File: config.mk
export PLATFORM = sky130hd
export DESIGN_NAME = ram_access_ctrl_flat
export DESIGN_NICKNAME = d
export VERILOG_FILES = /design/src/rtl/ram_access_ctrl_pkg.sv /design/src/rtl/ram_access_ctrl_if.sv /design/src/rtl/ram_access_ctrl_rd_buf.sv /design/src/rtl/ram_access_ctrl.sv /design/src/flat_wrapper.sv
export SDC_FILE = /design/constraint.sdc
export NUM_CORES = 1
export LEC_CHECK = 0
export ABC_AREA = 0
export CAP_MARGIN = 20
export CORE_AREA = 2 2 215 217
export DETAILED_ROUTE_END_ITERATION = 8
export DIE_AREA = 0 0 217 219
export PLACE_DENSITY = 0.51
export SLEW_MARGIN = 20
export SYNTH_ARGS = -nofsm -noshare
export SYNTH_HDL_FRONTEND = slang
export SYNTH_SLANG_ARGS = --single-unit
File: constraint.sdc
create_clock -name clk -period 10.8 [get_ports clk]
set_input_delay 2.16 -clock clk [delete_from_list [all_inputs] [get_ports clk]]
set_output_delay 2.16 -clock clk [all_outputs]
set_load 0.005 [all_outputs]
File: src/rtl/ram_access_ctrl_pkg.sv
// Shared definitions for the RAM requester-side controllers: grant encoding
// and the read-buffer sizing rule.
package pkg_mem_ctrl;

  typedef enum logic {
    GRANT_WR = 1'b0,
    GRANT_RD = 1'b1
  } grant_t;

  localparam int RAM_RD_LATENCY = 1;

  // One entry covers the read in flight in the RAM, one more holds the beat
  // being presented, which is what one-read-per-cycle streaming needs.
  function automatic int min_rd_buf_depth();
    return RAM_RD_LATENCY + 1;
  endfunction

endpackage

File: src/rtl/ram_access_ctrl_if.sv
// Request, response and native RAM port bundle of ram_access_ctrl.
// The controller is the slave of the requests and drives the RAM strobes.
interface ram_access_ctrl_if
  import pkg_mem_ctrl::*;
#(
  parameter int SRAM_WIDTH      = 128,
  parameter int SRAM_ADDR_WIDTH = 6
);

  logic                       wr_req_vld;
  logic                       wr_req_rdy;
  logic [SRAM_ADDR_WIDTH-1:0] wr_req_addr;
  logic [SRAM_WIDTH-1:0]      wr_req_data;

  logic                       rd_req_vld;
  logic                       rd_req_rdy;
  logic [SRAM_ADDR_WIDTH-1:0] rd_req_addr;

  logic                       rd_dat_vld;
  logic                       rd_dat_rdy;
  logic [SRAM_WIDTH-1:0]      rd_dat;

  logic [SRAM_ADDR_WIDTH-1:0] ram_addr_r;
  logic [SRAM_ADDR_WIDTH-1:0] ram_addr_w;
  logic                       ram_read_en;
  logic                       ram_write_en;
  logic [SRAM_WIDTH-1:0]      ram_data_in;
  logic [SRAM_WIDTH-1:0]      ram_data_out;

  modport master (
    output wr_req_vld, wr_req_addr, wr_req_data,
    output rd_req_vld, rd_req_addr, rd_dat_rdy, ram_data_out,
    input  wr_req_rdy, rd_req_rdy, rd_dat_vld, rd_dat,
    input  ram_addr_r, ram_addr_w, ram_read_en, ram_write_en, ram_data_in
  );

  modport slave (
    input  wr_req_vld, wr_req_addr, wr_req_data,
    input  rd_req_vld, rd_req_addr, rd_dat_rdy, ram_data_out,
    output wr_req_rdy, rd_req_rdy, rd_dat_vld, rd_dat,
    output ram_addr_r, ram_addr_w, ram_read_en, ram_write_en, ram_data_in
  );

endinterface

File: src/rtl/ram_access_ctrl_rd_buf.sv
// Synchronous FIFO with push/pop/count, used to re-time RAM read data into a
// backpressured stream. Depth need not be a power of two.
module ram_rd_buf
  import pkg_mem_ctrl::*;
#(
  parameter int WIDTH = 128,
  parameter int DEPTH = 2,
  parameter int CNT_W = $clog2(DEPTH + 1)
) (
  input  logic             clk,
  input  logic             rst_n,
  input  logic             push,
  input  logic [WIDTH-1:0] push_data,
  input  logic             pop,
  output logic [WIDTH-1:0] pop_data,
  output logic [CNT_W-1:0] count
);

  localparam int PTR_W = (DEPTH > 1) ? $clog2(DEPTH) : 1;

  logic [WIDTH-1:0] mem [DEPTH];
  logic [PTR_W-1:0] wr_ptr;
  logic [PTR_W-1:0] rd_ptr;
  logic             do_push;
  logic             do_pop;

  function automatic logic [PTR_W-1:0] next_ptr(input logic [PTR_W-1:0] ptr);
    return (ptr == PTR_W'(DEPTH - 1)) ? '0 : ptr + PTR_W'(1);
  endfunction

  assign do_push  = push && (count != CNT_W'(DEPTH));
  assign do_pop   = pop && (count != '0);
  assign pop_data = mem[rd_ptr];

  always_ff @(posedge clk) begin
    if (do_push) begin
      mem[wr_ptr] <= push_data;
    end
  end

  always_ff @(posedge clk or negedge rst_n) begin
    if (!rst_n) begin
      wr_ptr <= '0;
      rd_ptr <= '0;
      count  <= '0;
    end else begin
      if (do_push) begin
        wr_ptr <= next_ptr(wr_ptr);
      end
      if (do_pop) begin
        rd_ptr <= next_ptr(rd_ptr);
      end
      if (do_push && !do_pop) begin
        count <= count + CNT_W'(1);
      end else if (do_pop && !do_push) begin
        count <= count - CNT_W'(1);
      end
    end
  end

endmodule

File: src/rtl/ram_access_ctrl.sv
// Turns write/read valid-ready streams into native RAM strobes and re-times
// the one-cycle RAM read data into an in-order, backpressured response stream.
module ram_access_ctrl
  import pkg_mem_ctrl::*;
#(
  parameter int SRAM_WIDTH      = 128,
  parameter int SRAM_WORD       = 64,
  parameter int SRAM_ADDR_WIDTH = $clog2(SRAM_WORD),
  parameter int DUAL_PORT       = 0,
  parameter int RD_BUF_DEPTH    = 2
) (
  input  logic             clk,
  input  logic             rst_n,
  ram_access_ctrl_if.slave bus
);

  localparam int BUF_DEPTH = (RD_BUF_DEPTH < min_rd_buf_depth()) ?
                             min_rd_buf_depth() : RD_BUF_DEPTH;
  localparam int CNT_W     = $clog2(BUF_DEPTH + 1);
  localparam int OCC_W     = CNT_W + 1;

  logic [CNT_W-1:0]      count;
  logic [OCC_W-1:0]      occupancy;
  logic [SRAM_WIDTH-1:0] rd_data;
  logic                  inflight;
  logic                  rd_vld;
  logic                  pop;
  logic                  rd_ok;
  logic                  wr_rdy;
  logic                  rd_rdy;
  logic                  wr_fire;
  logic                  rd_fire;

  // A read may issue only if the buffer can still absorb it once everything
  // already in flight has landed, counting the beat leaving this cycle.
  assign rd_vld    = (count != '0);
  assign pop       = rd_vld & bus.rd_dat_rdy;
  assign occupancy = OCC_W'(count) + OCC_W'(inflight) - OCC_W'(pop);
  assign rd_ok     = (occupancy < OCC_W'(BUF_DEPTH));

  assign wr_fire = bus.wr_req_vld & wr_rdy;
  assign rd_fire = bus.rd_req_vld & rd_rdy;

  assign bus.wr_req_rdy   = wr_rdy;
  assign bus.rd_req_rdy   = rd_rdy;
  assign bus.ram_write_en = wr_fire;
  assign bus.ram_read_en  = rd_fire;
  assign bus.ram_addr_w   = bus.wr_req_addr;
  assign bus.ram_addr_r   = bus.rd_req_addr;
  assign bus.ram_data_in  = bus.wr_req_data;
  assign bus.rd_dat_vld   = rd_vld;
  assign bus.rd_dat       = rd_data;

  if (DUAL_PORT != 0) begin : g_dual
    logic addr_clash;

    // Holding off a same-address read for one cycle lets it see the new data.
    assign addr_clash = bus.wr_req_vld && (bus.wr_req_addr == bus.rd_req_addr);
    assign wr_rdy     = 1'b1;
    assign rd_rdy     = rd_ok && !addr_clash;
  end else begin : g_single
    grant_t last_grant;

    assign wr_rdy = !bus.rd_req_vld || !rd_ok || (last_grant == GRANT_RD);
    assign rd_rdy = rd_ok && (!bus.wr_req_vld || (last_grant == GRANT_WR));

    always_ff @(posedge clk or negedge rst_n) begin
      if (!rst_n) begin
        last_grant <= GRANT_RD;
      end else if (wr_fire) begin
        last_grant <= GRANT_WR;
      end else if (rd_fire) begin
        last_grant <= GRANT_RD;
      end
    end
  end

  always_ff @(posedge clk or negedge rst_n) begin
    if (!rst_n) begin
      inflight <= 1'b0;
    end else begin
      inflight <= rd_fire;
    end
  end

  ram_rd_buf #(
    .WIDTH (SRAM_WIDTH),
    .DEPTH (BUF_DEPTH),
    .CNT_W (CNT_W)
  ) u_rd_buf (
    .clk       (clk),
    .rst_n     (rst_n),
    .push      (inflight),
    .push_data (bus.ram_data_out),
    .pop       (pop),
    .pop_data  (rd_data),
    .count     (count)
  );

endmodule
File: src/flat_wrapper.sv
// flat-port wrapper written by rule: the top's interface ports become plain ports
module ram_access_ctrl_flat import pkg_mem_ctrl::*;
#(
  parameter int SRAM_WIDTH      = 128,
  parameter int SRAM_WORD       = 64,
  parameter int SRAM_ADDR_WIDTH = $clog2(SRAM_WORD),
  parameter int DUAL_PORT       = 0,
  parameter int RD_BUF_DEPTH    = 2
)
  (clk, rst_n, bus_wr_req_vld, bus_wr_req_addr, bus_wr_req_data, bus_rd_req_vld, bus_rd_req_addr, bus_rd_dat_rdy, bus_ram_data_out, bus_wr_req_rdy, bus_rd_req_rdy, bus_rd_dat_vld, bus_rd_dat, bus_ram_addr_r, bus_ram_addr_w, bus_ram_read_en, bus_ram_write_en, bus_ram_data_in);
  ram_access_ctrl_if #(.SRAM_WIDTH(SRAM_WIDTH), .SRAM_ADDR_WIDTH(SRAM_ADDR_WIDTH)) bus_i ();
  input  logic clk;
  input  logic rst_n;
  input wire logic [$bits(bus_i.wr_req_vld)-1:0] bus_wr_req_vld;
  input wire logic [$bits(bus_i.wr_req_addr)-1:0] bus_wr_req_addr;
  input wire logic [$bits(bus_i.wr_req_data)-1:0] bus_wr_req_data;
  input wire logic [$bits(bus_i.rd_req_vld)-1:0] bus_rd_req_vld;
  input wire logic [$bits(bus_i.rd_req_addr)-1:0] bus_rd_req_addr;
  input wire logic [$bits(bus_i.rd_dat_rdy)-1:0] bus_rd_dat_rdy;
  input wire logic [$bits(bus_i.ram_data_out)-1:0] bus_ram_data_out;
  output wire logic [$bits(bus_i.wr_req_rdy)-1:0] bus_wr_req_rdy;
  output wire logic [$bits(bus_i.rd_req_rdy)-1:0] bus_rd_req_rdy;
  output wire logic [$bits(bus_i.rd_dat_vld)-1:0] bus_rd_dat_vld;
  output wire logic [$bits(bus_i.rd_dat)-1:0] bus_rd_dat;
  output wire logic [$bits(bus_i.ram_addr_r)-1:0] bus_ram_addr_r;
  output wire logic [$bits(bus_i.ram_addr_w)-1:0] bus_ram_addr_w;
  output wire logic [$bits(bus_i.ram_read_en)-1:0] bus_ram_read_en;
  output wire logic [$bits(bus_i.ram_write_en)-1:0] bus_ram_write_en;
  output wire logic [$bits(bus_i.ram_data_in)-1:0] bus_ram_data_in;
  assign bus_i.wr_req_vld = bus_wr_req_vld;
  assign bus_i.wr_req_addr = bus_wr_req_addr;
  assign bus_i.wr_req_data = bus_wr_req_data;
  assign bus_i.rd_req_vld = bus_rd_req_vld;
  assign bus_i.rd_req_addr = bus_rd_req_addr;
  assign bus_i.rd_dat_rdy = bus_rd_dat_rdy;
  assign bus_i.ram_data_out = bus_ram_data_out;
  assign bus_wr_req_rdy = bus_i.wr_req_rdy;
  assign bus_rd_req_rdy = bus_i.rd_req_rdy;
  assign bus_rd_dat_vld = bus_i.rd_dat_vld;
  assign bus_rd_dat = bus_i.rd_dat;
  assign bus_ram_addr_r = bus_i.ram_addr_r;
  assign bus_ram_addr_w = bus_i.ram_addr_w;
  assign bus_ram_read_en = bus_i.ram_read_en;
  assign bus_ram_write_en = bus_i.ram_write_en;
  assign bus_ram_data_in = bus_i.ram_data_in;
  ram_access_ctrl #(.SRAM_WIDTH(SRAM_WIDTH), .SRAM_WORD(SRAM_WORD), .SRAM_ADDR_WIDTH(SRAM_ADDR_WIDTH), .DUAL_PORT(DUAL_PORT), .RD_BUF_DEPTH(RD_BUF_DEPTH)) u_core (.clk(clk), .rst_n(rst_n), .bus(bus_i));
endmodule
==> metrics.md, run 1 <==
| Metric | Value |
|---|---|
| Status | `finished clean` |
| Reg clk slew, reported paths | `approximately 50 ps` |
| Multi-input gate area | `about 0.0016 mm²` |
| Pins Over Slew Limit | `0` |
| Routed Antenna Nets | `0` |
| Final #Nets | `997` |
| Post-route cell area | `0.01391 mm²` |
| WS Path Type | `primary input to output port` |
| Placer Congestion | `0.6831` |
| Final worst hold slack | `roughly 520 ps` |
| Crit path cell chain | `clkdlybuf4s50_1 > nand2_2 > inv_1 > ha_1 > nand2b_1 > fa_1 > xnor2_1 > nand4_1 > and2_1 > clkdlybuf4s50_1` |
| Post-Syn Nets | `approximately 850` |
| RSZ-0062 raised after global routing | `no` |
| Most common cell on crit path | `clkdlybuf4s50_1` |
| CP Data Required Time | `approximately 8600 ps` |
| Combinational Power Share | `roughly 28%` |
| H-tree depth | `1` |
| Final setup viols | `0` |
| Drt drc | `0` |
| Yosys top cell area share | `a little under three quarters` |
| Share of cells above drive strength 1 | `24.23%` |
| Min Tclk post-route | `roughly 6700 ps` |
| Hpwl dp | `17340 µm` |
| All-Layer GR Usage | `about a tenth` |
| Vias per Instance | `3.849` |
| Switching Share | `between 20% and 30%` |
| Peak Freq | `roughly 0.15 GHz` |
| Max cap viols | `0` |
| CP max-delay cell | `clkdlybuf4s50_1` |
| Distinct cells, synth | `23` |
| Crit path buffers/inverters | `3` |
| Cell family with most CP delay | `buffers and inverters` |
| Crit-path max FO | `3` |
| Die Height | `~220 µm` |
| Critical Path Max Stage Delay | `440 ps` |
| Switching pwr | `about 0.00077 W` |
| Pre-CTS setup slack | `between 4000 and 5000 ps` |
| Sequential share of the synthesized area | `between 70% and 80%` |
| TritonCTS clock tree | `done` |
| Clock latency on the worst-skew pair | `between 500 and 600 ps` |
| Fin crit share | `about three fifths` |
| Post-synth top area cell | `edfxtp_1` |
| Synth-to-layout area growth | `30.31%` |
| Overflow after GRT | `0` |
| Worst setup margin | `a little over 4000 ps` |
| Top cells by area, synth | `edfxtp_1 72%, mux2_2 13%, buf_4 9.8%, buf_6 1.4%, dfrtp_1 1.2%` |
| Initial antenna violation count | `0` |
| Largest net degree at the start of global routing | `61` |
| Mean Syn Cell Area | `about 19 µm²` |
| LEAKAGE | `4.529 nW` |
| Register Area | `about 0.008 mm²` |
| Vias in the first global route | `5496` |
| WL met2 | `around 12000 µm` |
| Skew final | `slightly below 8 ps` |
| Flop pwr share | `approximately two fifths` |
| CTS buffer count | `30` |
| Core area | `~0.045 mm²` |
| Die width | `around 220 µm` |
| # Post-CTS Setup Buffers | `0` |
| Power Density | `227.9 mW/mm²` |
| Placed cells | `between 1k and 1.5k` |
| Final hold violation count | `0` |
| Final cell count without fillers | `1343` |
| DR vias | `roughly 5.2k` |
| Worst EP arrival | `~4500 ps` |
| Clk pwr share | `31.5%` |
| Ant diodes | `0` |
| Cells after synthesis | `572` |
| Highest Signal Layer | `met4` |
| First-pass GRT wire length | `between 30000 and 40000 µm` |
| PortBufs | `approximately 270` |
| DRT met1 WL | `8613 µm` |
| Num ports | `between 500 and 600` |
| Row count | `78` |
| Post-route setup TNS | `0 ps` |
| Clk sink count | `around 260` |
| Crit start category | `primary input` |
| Die Area | `0.04752 mm²` |
| Fillcell total | `4465` |
| Initial Util | `between 20% and 30%` |
| Met3 WL | `3366 µm` |
| TritonRoute pass-1 iters | `4` |
| Clock Tree Buf Depth | `3` |
| VDD IR max | `around 130 µV` |
| Synth Register Bits | `approximately 260` |
| HP Class | `flip-flop to flip-flop` |
| Critical Path End Type | `output port` |
| Worst slew pin tran | `888.6 ps` |
| Post-CTS Resized | `0` |
| CTS root buffer | `clkbuf_16` |
| Synth warn | `0` |
| Slew margin rel. | `a little over 40%` |
| Placed Area | `around 0.013 mm²` |
| Synth Cell Area | `about 0.011 mm²` |
| First DRT Iteration DRCs | `131` |
| Routed Wire Length | `around 25000 µm` |
| # hold bufs at CTS | `0` |
| Post-DR wirelength/cell | `between 15 and 20 µm` |
| Cell-internal power | `roughly 0.0024 W` |
[per-layer routing]
layer | up-vias | global-route usage (%)
met5 | - | 0
met3 | 87 | 5.627
li1 | 2289 | -
met1 | 2498 | 9.814
met2 | 295 | 16.56
met4 | 0 | 5.434
[power groups by stage]
stage               combinational (W)  clock [W]  sequential, W
finish                       0.000887   0.000998        0.00129
global route                 0.000959    0.00107        0.00130
CTS                          0.000916    0.00104        0.00129
detailed placement           0.000908          0        0.00131
global placement             0.000915          0        0.00131
floorplan                    0.000503          0        0.00130
[layout by cell type, fill, tap and decap left out, drive strengths merged, types with 2 or more instances in the layout]
master         instances
dfrtp                  5
buf                    6
nand2                  2
clkbuf                41
clkdlybuf4s50        265
nor2                   3
bufinv                 4
xnor2                  5
ha                     2
inv                    6
o21ai                  2
mux2                 128
edfxtp               256
clkinv                 9
[per-stage QoR]
| stage | util [%] | total power (W) |
|---|---|---|
| floorplan | - | 0.001807 |
| global placement | 28.70 | 0.002220 |
| detailed placement | 28.70 | 0.002218 |
| CTS | 30.86 | 0.003241 |
| global route | 30.86 | 0.003331 |
| finish | 30.86 | 0.003171 |
[kinds of logic (layout without fill, tap and decap cells)]
logic type / Yosys count / count (layout) / share of synthesized area, %
AO/OA/AOI/OAI: 2 / 2 / 0.1289
XOR/XNOR: 6 / 6 / 0.4921
adder cells (fa/ha/maj): 3 / 3 / 0.4218
buffers and inverters: 160 / 331 / 11.47
flip-flops: 262 / 262 / 73.41
multiplexers: 128 / 128 / 13.50
AND/OR/NAND/NOR: 11 / 11 / 0.5744
[worst min-delay path: stages (launching register included)]
cell and delay, ps:
dfstp_2 370, inv_1 60, o21ai_0 90
[path summary, 6_finish.rpt]
check                           depth (start not counted)                                    from                                      to  slack, ps
worst max register to register                          5    u_core.u_rd_buf.count[1]$_DFFE_PN0P_   u_core.u_rd_buf.mem[1][127]$_DFFE_PP_       7600
worst min register to register                          2  u_core.g_single.last_grant$_DFFE_PN1P_  u_core.g_single.last_grant$_DFFE_PN1P_        520
min in group asynchronous                               1                                   rst_n      u_core.u_rd_buf.rd_ptr$_DFFE_PN0P_       1850
worst min-delay path                                    2  u_core.g_single.last_grant$_DFFE_PN1P_  u_core.g_single.last_grant$_DFFE_PN1P_        520
max in group asynchronous                               1                                   rst_n  u_core.g_single.last_grant$_DFFE_PN1P_       8680
worst max-delay path                                   10                          bus_rd_dat_rdy                        bus_ram_write_en       4140
[cell usage after synthesis, drive strengths merged]
cell / n
xnor2: 5
and2: 1
o21ai: 2
mux2: 128
dfstp: 1
nand2: 2
and3: 1
inv: 6
nand2b: 1
dfrtp: 5
xor2: 1
buf: 154
ha: 2
fa: 1
edfxtp: 256
nand4: 1
or2: 1
nor2: 3
and4: 1
[flip-flops by register name, indices dropped and copies added, names as in the netlist]
name / count
u_core.u_rd_buf.mem: 256
u_core.u_rd_buf.rd_ptr: 1
u_core.inflight: 1
u_core.u_rd_buf.count: 2
u_core.u_rd_buf.wr_ptr: 1
u_core.g_single.last_grant: 1
[final cells by class]
cell class                 count  share of cell area, %
clock buffer                  41                  5.845
clock inverter                13                  1.142
inverter                       6                 0.1619
multi-input combinational    150                  11.71
sequential                   262                  56.36
tap                          600                  5.395
timing repair buffer         271                  19.39
(Power assumes the default switching activity.)
==> run 2: changes to the inputs <==
--- a/config.mk
+++ b/config.mk
@@ -10,7 +10,7 @@
 export CORE_AREA = 2 2 215 217
 export DETAILED_ROUTE_END_ITERATION = 8
 export DIE_AREA = 0 0 217 219
-export PLACE_DENSITY = 0.51
+export PLACE_DENSITY = 0.53
 export SLEW_MARGIN = 20
 export SYNTH_ARGS = -nofsm -noshare
 export SYNTH_HDL_FRONTEND = slang
==> constraint.sdc (replaced) <==
create_clock -name clk -period 5.97 [get_ports clk]
set_input_delay 1.194 -clock clk [delete_from_list [all_inputs] [get_ports clk]]
set_output_delay 1.194 -clock clk [all_outputs]
set_load 0.005 [all_outputs]
==> metrics.md, run 2 (synthesis gave the netlist of run 1 again) <==
| Metric | Value |
|---|---|
| Critical Path End Type | `output port` |
| Switching Share | `roughly 25%` |
| Vias per Instance | `3.831` |
| VDD IR max | `approximately 270 µV` |
| Placed Area | `~0.013 mm²` |
| Die Height | `219 µm` |
| Initial Util | `between 20% and 30%` |
| Num ports | `546` |
| Clk pwr share | `between 20 and 30%` |
| Placer Congestion | `0.7313` |
| Die Area | `~0.048 mm²` |
| Post-route setup TNS | `0 ps` |
| Final hold violation count | `0` |
| Fillcell total | `approximately 4.4k` |
| Skew final | `about 13 ps` |
| Share of cells above drive strength 1 | `between 20 and 25%` |
| Clock Tree Buf Depth | `3` |
| Power Density | `roughly 410 mW/mm²` |
| Placed cells | `around 1.3k` |
| Worst setup margin | `between 1000 and 1500 ps` |
| Overflow after GRT | `0` |
| Row count | `78` |
| RSZ-0062 raised after global routing | `no` |
| CP Data Required Time | `around 4800 ps` |
| Die width | `around 220 µm` |
| Core area | `approximately 0.045 mm²` |
| Synth-to-layout area growth | `29.76%` |
| Switching pwr | `about 0.0014 W` |
| H-tree depth | `1` |
| Pins Over Slew Limit | `0` |
| LEAKAGE | `between 4 and 5 nW` |
| Routed Wire Length | `roughly 26000 µm` |
| Initial antenna violation count | `0` |
| Vias in the first global route | `about 5.5k` |
| # Post-CTS Setup Buffers | `0` |
| Status | `finished clean` |
| FF-to-FF path depth | `9` |
| All-Layer GR Usage | `between 10 and 15%` |
| WHS Endpoint | `u_core.g_single.last_grant$_DFFE_PN1P_` |
| Reg clk slew, reported paths | `60 ps` |
| Routed Antenna Nets | `0` |
| Min Tclk post-route | `~4800 ps` |
| CTS buffer count | `29` |
| Post-route cell area | `between 0.01 and 0.015 mm²` |
| Final cell count without fillers | `roughly 1.3k` |
| Fin crit share | `between 70% and 80%` |
| Largest Register | `u_core.u_rd_buf.mem` |
| Crit start category | `primary input` |
| Most frequent cells in the layout | `265 x clkdlybuf4s50_1, 256 x edfxtp_1, 128 x mux2_2` |
| Terminus of the critical flop-to-flop path | `u_core.g_single.last_grant$_DFFE_PN1P_` |
| First-pass GRT wire length | `approximately 36000 µm` |
| Hpwl dp | `around 18000 µm` |
| Slew margin rel. | `between 30% and 40%` |
| Final setup viols | `0` |
| R2R Setup Slk | `about 3600 ps` |
| First DRT Iteration DRCs | `roughly 180` |
| Ant diodes | `0` |
| Worst hold path depth | `2` |
| CTS root buffer | `clkbuf_16` |
| Max cap viols | `0` |
| Critical R2R Launch | `u_core.u_rd_buf.count[0]$_DFFE_PN0P_` |
| Pre-CTS setup slack | `about 1200 ps` |
| Combinational Power Share | `roughly 28%` |
| Largest register FFs | `256` |
| Peak Freq | `~0.21 GHz` |
| Flop pwr share | `a little over two fifths` |
| Post-DR wirelength/cell | `19.03 µm` |
| TritonCTS clock tree | `done` |
| Most common cell after layout, fill and taps aside | `clkdlybuf4s50_1` |
| Worst EP arrival | `about 3600 ps` |
| TritonRoute pass-1 iters | `4` |
| Largest net degree at the start of global routing | `69` |
| Clock latency on the worst-skew pair | `approximately 570 ps` |
| Final #Nets | `approximately 1000` |
| Regs by FF count | `u_core.u_rd_buf.mem x256, u_core.u_rd_buf.count x2` |
| Crit-path max FO | `3` |
| Clk sink count | `262` |
| DR vias | `around 5.1k` |
| Post-CTS Resized | `0` |
| Cell-internal power | `0.004220 W` |
| Hold Startpoint | `u_core.g_single.last_grant$_DFFE_PN1P_` |
| Worst slew pin tran | `approximately 1000 ps` |
| # hold bufs at CTS | `0` |
| WS Path Type | `primary input to output port` |
| HP Class | `flip-flop to flip-flop` |
| PortBufs | `roughly 270` |
| Drt drc | `0` |
[run 2: cell count changes in the layout (fill, tap and decap cells not counted), sizes merged]
cell and delta:
bufinv -2, buf +1, clkinvlp +1, inv +2, clkbuf -3
[run 2: power groups by stage]
stage	Clock [W]	Sequential (W)	Combinational [W]
global route	0.00183	0.00239	0.00172
floorplan	0	0.00236	0.000909
detailed placement	0	0.00241	0.00163
finish	0.00169	0.00236	0.00159
CTS	0.00176	0.00237	0.00165
global placement	0	0.00240	0.00164
[run 2: area by class of cell]
type | instances | area (µm²) | area share (%)
inverters | 6 | 22.52 | 0.1625
well taps | 600 | 750.7 | 5.418
multi-input cells | 150 | 1629 | 11.76
repair buffers | 272 | 2718 | 19.61
clock buffers | 38 | 759.5 | 5.481
flip-flops and latches | 262 | 7843 | 56.60
clock inverters | 14 | 133.9 | 0.9662
[run 2: stage by stage]
stage | total power [W] | util (%) | hold WS [ps]
after floorplan | 0.003270 | - | 468.0
after global placement | 0.004040 | 28.75 | 520.9
after detailed placement | 0.004044 | 28.75 | 541.3
after CTS | 0.005783 | 30.73 | 546.7
after global routing | 0.005937 | 30.73 | 561.1
final | 0.005640 | 30.73 | 545.7
[run 2: metal layers]
| layer | vias to the layer above | part of all wire [%] | track usage [%] |
|---|---|---|---|
| met5 | - | 0 | 0.2083 |
| met4 | 0 | 5.4 | 5.274 |
| met3 | 78 | 12 | 5.613 |
| met2 | 275 | 49 | 17.35 |
| met1 | 2495 | 33 | 9.950 |
| li1 | 2293 | - | - |
[run 2: how the worst max path moves through the flow]
stage                                                    start  cells past startpoint  slack, ps                                  end
final                                           bus_rd_dat_rdy                     10       1220                     bus_ram_write_en
after global routing                            bus_rd_dat_rdy                     10       1080                     bus_ram_write_en
after CTS                                       bus_rd_dat_rdy                     10       1220                     bus_ram_write_en
after detailed placement                        bus_rd_dat_rdy                     10       1230                     bus_ram_write_en
after global placement                          bus_rd_dat_rdy                     10       1230                     bus_ram_write_en
after floorplan           u_core.u_rd_buf.count[1]$_DFFE_PN0P_                      3       -570  u_core.u_rd_buf.mem[0][0]$_DFFE_PP_
[run 2: critical path, stage by stage]
cell and delay [ps]:
clkdlybuf4s50_1 420, nand2_2 90, inv_1 50, ha_1 270
nand2b_1 150, fa_1 390, xnor2_1 210, nand4_1 170
and2_1 190, clkdlybuf4s50_1 440
==> run 3: changes to the inputs <==
==> constraint.sdc (replaced) <==
create_clock -name clk -period 4.05 [get_ports clk]
set_input_delay 0.81 -clock clk [delete_from_list [all_inputs] [get_ports clk]]
set_output_delay 0.81 -clock clk [all_outputs]
set_load 0.005 [all_outputs]
==> metrics.md, run 3 (synthesis gave the netlist of run 1 again) <==
| Metric | Value |
|---|---|
| Final setup viols | `0` |
| Met3 usage | `5.502%` |
| Vias in the first global route | `between 5k and 6k` |
| Peak Freq | `0.2524 GHz` |
| Crit-path max FO | `3` |
| TritonRoute pass-1 iters | `4` |
| Final worst hold slack | `slightly below 500 ps` |
| Switching pwr | `~0.0021 W` |
| Die Height | `219 µm` |
| First-pass GRT wire length | `35660 µm` |
| Clk pwr share | `just under 30%` |
| Fillcell total | `around 4.5k` |
| Largest net degree at the start of global routing | `67` |
| Cell family with most CP delay | `buffers and inverters` |
| Post-route cell area | `around 0.014 mm²` |
| Drt drc | `0` |
| Worst slew pin tran | `969.8 ps` |
| CTS root buffer | `clkbuf_16` |
| Placer Congestion | `approximately 0.7` |
| Post-DR wirelength/cell | `approximately 19 µm` |
| Routed Antenna Nets | `0` |
| Crit path buffers/inverters | `4` |
| Regs by FF count | `u_core.u_rd_buf.mem x256, u_core.u_rd_buf.count x2` |
| Pins Over Slew Limit | `0` |
| Overflow after GRT | `0` |
| Max cap viols | `0` |
| Skew final | `~21 ps` |
| Initial Util | `23.68%` |
| Die width | `roughly 220 µm` |
| Reg clk slew, reported paths | `approximately 60 ps` |
| LEAKAGE | `roughly 4.6 nW` |
| Critical Path Max Stage Delay | `between 400 and 500 ps` |
| Critical Path End Type | `output port` |
| Register Area | `0.007845 mm²` |
| Combinational Power Share | `29.4%` |
| Status | `finished clean` |
| Core area | `around 0.045 mm²` |
| WS Path Type | `primary input to output port` |
| Fin crit share | `a little over nine tenths` |
| GR Util met1 | `between 10% and 20%` |
| Most common cell on crit path | `clkdlybuf4s50_1` |
| Num ports | `~550` |
| Most common cell after layout, fill and taps aside | `clkdlybuf4s50_1` |
| Flop pwr share | `between 40% and 50%` |
| Row count | `just under 80` |
| Crit start category | `primary input` |
| Slew margin rel. | `between 30 and 40%` |
| Routed Wire Length | `25580 µm` |
| Vias per Instance | `approximately 3.9` |
| Gr busiest metal | `met2` |
| Multi-input gate area | `between 0.0015 and 0.002 mm²` |
| Most frequent cells in the layout | `263 x clkdlybuf4s50_1, 256 x edfxtp_1, 128 x mux2_2` |
| Power Density | `approximately 600 mW/mm²` |
| Switching Share | `25.03%` |
| Final core occ | `between 30% and 40%` |
| Share of cells above drive strength 1 | `between 20 and 30%` |
| CTS buffer count | `30` |
| Die Area | `~0.048 mm²` |
| Final hold violation count | `0` |
| Initial antenna violation count | `3` |
| Hpwl dp | `17420 µm` |
| DR vias | `approximately 5.2k` |
| Placed Area | `0.01300 mm²` |
| CP max-delay cell | `clkdlybuf4s50_1` |
| CP Data Required Time | `around 3200 ps` |
| Largest Register | `u_core.u_rd_buf.mem` |
| Clock Tree Buf Depth | `3` |
| TritonCTS clock tree | `done` |
| # hold bufs at CTS | `0` |
| H-tree depth | `1` |
| Worst EP arrival | `roughly 3200 ps` |
| Final #Nets | `~1.0k` |
| HP Class | `primary input to asynchronous set/reset pin` |
| Grt met2 use | `17.56%` |
| Clock latency on the worst-skew pair | `around 560 ps` |
| VDD IR max | `around 430 µV` |
| All-Layer GR Usage | `between 10% and 20%` |
| First DRT Iteration DRCs | `a little over 200` |
| Worst setup margin | `slightly below 90 ps` |
| Synth-to-layout area growth | `30.85%` |
| Pre-CTS setup slack | `between 30 and 40 ps` |
| Crit path cell chain | `clkdlybuf4s50_1 > nand2_4 > inv_1 > ha_1 > nand2b_4 > fa_2 > xnor2_2 > nand4_1 > buf_4 > clkdlybuf4s50_1` |
| Clk sink count | `around 260` |
| PortBufs | `265` |
| Min Tclk post-route | `3962 ps` |
| Cell-internal power | `0.006306 W` |
| RSZ-0062 raised after global routing | `no` |
| Largest register FFs | `256` |
run 3: cell count changes in the layout (fill, tap and decap cells not counted), moves of 2 or more:
cell             before  now
clkinv_2              3    5
buf_12                1    4
dfrtp_1               4    2
clkdlybuf4s50_1     265  263
dfrtp_2               0    2
clkbuf_1              9   12
dlymetal6s2s_1        0    2
clkbuf_16            29   31
run 3: power groups by stage:
stage                     clock [W]  sequential (W)  combinational [W]
after CTS                   0.00260         0.00345            0.00253
after global placement            0         0.00350            0.00245
after global routing        0.00272         0.00348            0.00266
after detailed placement          0         0.00352            0.00245
final                       0.00249         0.00344            0.00247
after floorplan                   0         0.00345            0.00134
run 3: final cells by class:
class	count	share of cell area, %
diodes	1	0.01791
clock buffers	43	5.874
clock inverters	13	0.6179
inverters	6	0.1612
multi-input cells	150	11.84
flip-flops and latches	262	56.15
well taps	600	5.373
repair buffers	276	19.97
run 3: path summary, 6_finish.rpt:
path	from	end	slack (ps)	cells past startpoint
max in group asynchronous	rst_n	u_core.g_single.last_grant$_DFFE_PN1P_	3270	1
max reg2reg	u_core.u_rd_buf.count[0]$_DFFE_PN0P_	u_core.g_single.last_grant$_DFFE_PN1P_	1790	10
min in group clk	u_core.g_single.last_grant$_DFFE_PN1P_	u_core.g_single.last_grant$_DFFE_PN1P_	520	2
max	bus_rd_dat_rdy	bus_wr_req_rdy	90	10
min	rst_n	u_core.u_rd_buf.rd_ptr$_DFFE_PN0P_	490	1
min reg2reg	u_core.g_single.last_grant$_DFFE_PN1P_	u_core.g_single.last_grant$_DFFE_PN1P_	520	2
run 3: timing repair:
item | in CTS | in global routing
gates resized for setup | 4 | 5
endpoints found under the setup margin | 4 | 4
pin swaps | 2 | 5
cloned | 0 | 0
buffers inserted | 3 | 1
run 3: stage by stage:
stage / total power [W] / setup TNS, ps / std cells
6_report: 0.008411 / 0 / 1351
3_5_place_dp: 0.005967 / 0 / 1290
2_1_floorplan: 0.004794 / -84880 / 572
3_3_place_gp: 0.005958 / 0 / 1290
4_1_cts: 0.008579 / 0 / 1349
5_1_grt: 0.008860 / 0 / 1351
run 3: metal layers:
layer	wire (µm)	up-vias
met3	3240	72
met4	971	4
li1	-	2302
met5	30	-
met2	12710	280
met1	8629	2571
